==> src/rtl/ripple_carry_adder.sv <==
// Registered unsigned ripple-carry adder built from a chain of one-bit full-adder cells.
// Sum carries the carry-out in its MSB; ovf flags two's-complement overflow of the same add.

module rca_full_adder (
   input  logic i_a,
   input  logic i_b,
   input  logic i_cin,
   output logic o_s,
   output logic o_cout
);
   logic w_p;

   assign w_p    = i_a ^ i_b;
   assign o_s    = w_p ^ i_cin;
   assign o_cout = (i_a & i_b) | (i_cin & w_p);
endmodule

module ripple_carry_adder #(
   parameter int WIDTH = 4
) (
   input  logic             clk,
   input  logic             rst_n,
   input  logic [WIDTH-1:0] A,
   input  logic [WIDTH-1:0] B,
   input  logic             Cin,
   input  logic             in_valid,
   output logic [WIDTH:0]   Sum,
   output logic             out_valid,
   output logic             ovf
);
   logic [WIDTH:0]   w_carry;
   logic [WIDTH-1:0] w_sum;
   logic [WIDTH:0]   r_sum;
   logic             r_ovf;
   logic             r_vld;

   assign w_carry[0] = Cin;

   // Each cell's carry-out feeds the next cell's carry-in.
   for (genvar i = 0; i < WIDTH; i++) begin : g_chain
      rca_full_adder u_fa (
         .i_a    (A[i]),
         .i_b    (B[i]),
         .i_cin  (w_carry[i]),
         .o_s    (w_sum[i]),
         .o_cout (w_carry[i+1])
      );
   end

   // Result and ovf only load on a qualified input, so X operands while idle never reach them.
   always_ff @(posedge clk) begin
      if (!rst_n) begin
         r_sum <= '0;
         r_ovf <= 1'b0;
         r_vld <= 1'b0;
      end else begin
         r_vld <= in_valid;
         if (in_valid) begin
            r_sum <= {w_carry[WIDTH], w_sum};
            r_ovf <= w_carry[WIDTH] ^ w_carry[WIDTH-1];
         end
      end
   end

   assign Sum       = r_sum;
   assign out_valid = r_vld;
   assign ovf       = r_ovf;
endmodule

==> config.mk <==
export PLATFORM = sky130hd
export DESIGN_NAME = ripple_carry_adder
export DESIGN_NICKNAME = d
export VERILOG_FILES = /design/src/rtl/ripple_carry_adder.sv
export SDC_FILE = /design/constraint.sdc
export NUM_CORES = 1
export LEC_CHECK = 0
export ABC_CLOCK_PERIOD_IN_PS = 3400
export CORE_AREA = 4 4 41 43
export CTS_CLUSTER_SIZE = 25
export DETAILED_ROUTE_END_ITERATION = 8
export DIE_AREA = 0 0 45 47
export PLACE_DENSITY_LB_ADDON = 0.1
export REMOVE_ABC_BUFFERS = 1
export SYNTH_ARGS = -nofsm -noshare
export SYNTH_HDL_FRONTEND = slang
export SYNTH_HIERARCHICAL = 1
export SYNTH_SLANG_ARGS = --single-unit
==> constraint.sdc <==
create_clock -name clk -period 3.4 [get_ports clk]
set_input_delay 0.68 -clock clk [delete_from_list [all_inputs] [get_ports clk]]
set_output_delay 0.68 -clock clk [all_outputs]
set_load 0.01 [all_outputs]
==> results.md <==
* Port Buffers at 18
* Top cell type's share of synthesized area at 0.413
* Crit Reg-Reg Endpoint: Sum[4]
* CTS Buf Count at 3
* Iter 0 DRT Violations at 2
* Crit path capture type: flip-flop
* First-pass GRT wire length at between 1000 and 1500 um
* Met1 usage at 0.0787
* CP Max Fanout at 2
* Clock power share at 0.338
* Area grow syn2layout at 63.1%
* Cts hold-fix bufs at 0
* Antenna violations before repair at 0
* WL final at 780 um
* Final hold violation count at 0
* Vias in the first global route at 315
* CP Class: in2reg
* CTS tree: done
* End point of the critical path: ovf
* # nets final at 64
* Worst-path cell chain: clkdlybuf4s50_1 > fa_1 > fa_1 > fa_1 > fa_1 > xnor2_1 > a21oi_1
* Largest net degree at the start of global routing at 9
* CP max stage cell: clkdlybuf4s50_1
* Fill cell count at about 140
* Power Internal at 0.172 mW
* Period utilisation layout at 0.859
* Synth warnings at 6
* Max-cap violations at 0
* Chip height at 47 um
* Busiest layer in global routing: met2
* Power per Cell Area at roughly 420 nW/um^2
* Routed WL per cell at approximately 13 um
* Vias/cell at 4.19
* Final max-slew violation count at 0
* CTS resizes at 0
* Psw at ~0.059 mW
* Req. time, crit path at roughly 3.5 ns
* Die Wd at between 40 and 50 um
* Seq/Total Area, Yosys at 0.413
* Clk slew on worst S/H paths at 0.06 ns
* WP data arrival at 3.04 ns
* Global route overflow at 0
* DRT Pass-1 Iters at 2
* Setup bufs post-CTS at 0
* Status: finished, final reports clean
* Mapped Cells at 26
* Total track usage at 0.0978
* Asr flop ratio synth at 0
* Met3 Usage GRT at 0.0613
* Clock skew at 0 ns
* Routability cong. at 0.712
* Leakage power at 0.217 nW
* Floorplan row count at 13
* Logic gate share of total power at 0.258
* Dpl cell area at 527 um^2
* Power Total at 0.231 mW
* Layout cell share with drive strength beyond 1 at 0.0851
* Clock Sinks at 7
* Count leader, synth: dfxtp_1
* Worst Reg2Reg Path Length in Cells at 2
* Synth Area per Inst at between 10 and 15 um^2
* Max VDD drop at around 0.00019 V
* HPWL after DPL at 620 um
* Hold Crit Class: reg2reg
* Critical path startpoint category: primary input
* Fin crit period at 2.92 ns
* Slew @ Worst Pin at 0.402 ns
* Footprint of the multi-input gates at approximately 190 um^2
* Most used DFF post-synth: dfxtp_1
* Final setup violation count at 0
* Worst reg2reg setup slack at 2.76 ns
* Worst slew margin at 0.731
* Antenna Violating Nets Remaining at 0
* Final TNS setup at 0 ns
* Drt drc at 0
* CTS Buffer Depth at 2
* Seq cells post-synth at 7
* Diode count at 0
* Flop pwr share at 0.404
* Design area at around 550 um^2
* Highest clock rate at around 340 MHz
* Core ar. at 1300 um^2
* Starting Density at 0.261
* Total number of vias at 260
* Clock root cell: clkbuf_4
* Worst-Skew Late Latency at about 0.25 ns
* Number of flops mapped to enable cells by yosys at 0
* CP peak stage delay at ~0.44 ns
* Most common cell on crit path: fa_1
* Worst Setup SP: A[0]
* Met2 usage at 0.172
* Boundary pin count at 19
* Synth top area cells: dfxtp_1 (41%), fa_1 (24%), mux2i_1 (15%)
* Critical R2R Launch: Sum[4]
* Switching share of total power at 0.256
* Reg area at about 140 um^2
* Synth cell types at 9
* Synth area leader: dfxtp_1
* RSZ-0062 raised after global routing: false
* Top post-synthesis cells by count: dfxtp_1 (7), mux2i_1 (5), nor2b_1 (5)
* DIE AREA at 2120 um^2
* Clock H-tree levels at 1
* Area of the mapped netlist at 339 um^2
## cell usage in the layout (no fill, tap or decap)
cell             instances
dfxtp_1                  7
clkbuf_4                 3
clkbuf_1                 1
nor2b_1                  5
a21oi_1                  1
and2_2                   1
mux2i_1                  5
fa_1                     4
xnor2_1                  1
o21ai_0                  1
clkdlybuf4s50_1         18
## cells by family after synthesis
logic type / share of synthesized area
muxes: 0.148
AOI/OAI and AO/OA: 0.0295
adders and majority gates: 0.236
buffers and inverters: 0.0332
and+or+nand+nor: 0.114
DFF: 0.413
xor gates and xnor gates: 0.0258
## area by class of cell
type / instances / area share
multi-input cells: 18 / 0.339
repair buffers: 18 / 0.326
flip-flops and latches: 7 / 0.253
clock buffers: 4 / 0.0475
well taps: 15 / 0.0339
## through the flow
stage               std cells  setup WS (ns)  hold slack (ns)   util
floorplan                  25          0.759            0.538      -
global placement           58          0.240            0.496  0.405
detailed placement         58          0.178            0.508  0.405
CTS                        62          0.453            0.522  0.425
global route               62          0.388            0.541  0.425
finish                     62          0.479            0.519  0.425
## critical path, delay by kind of cell
family,cells,cell delay [ns]
adder cells (fa/ha/maj),4,1.66
AO/OA/AOI/OAI,1,0.08
buffers and inverters,1,0.44
XOR/XNOR,1,0.18
## per-layer routing
metal / part of all wire / up-vias
met5: 0 / -
met2: 0.55 / 15
met3: 0.12 / 0
met1: 0.32 / 118
met4: 0 / 0
li1: - / 127
## sequential cells by signal (all words and copies together) (netlist names)
register / cells
ovf: 1
Sum: 5
out_valid: 1
## how the worst min path moves through the flow
stage / startpoint / endpoint / slack, ns / depth (start not counted)
after floorplan: Sum[0] / Sum[0] / 0.54 / 2
after global placement: Sum[1] / Sum[1] / 0.50 / 2
after detailed placement: Sum[0] / Sum[0] / 0.51 / 2
after CTS: Sum[0] / Sum[0] / 0.52 / 2
after global routing: Sum[2] / Sum[2] / 0.54 / 2
final: Sum[0] / Sum[0] / 0.52 / 2
## power groups by stage
stage          combinational (mW)  clock, mW  sequential, mW
3_5_place_dp               0.0611          0          0.0947
5_1_grt                    0.0654     0.0904          0.0941
2_1_floorplan              0.0204          0          0.0986
6_report                   0.0597     0.0780          0.0933
4_1_cts                    0.0613     0.0841          0.0933
3_3_place_gp               0.0595          0          0.0947
Power figures use the tool's default switching activity.
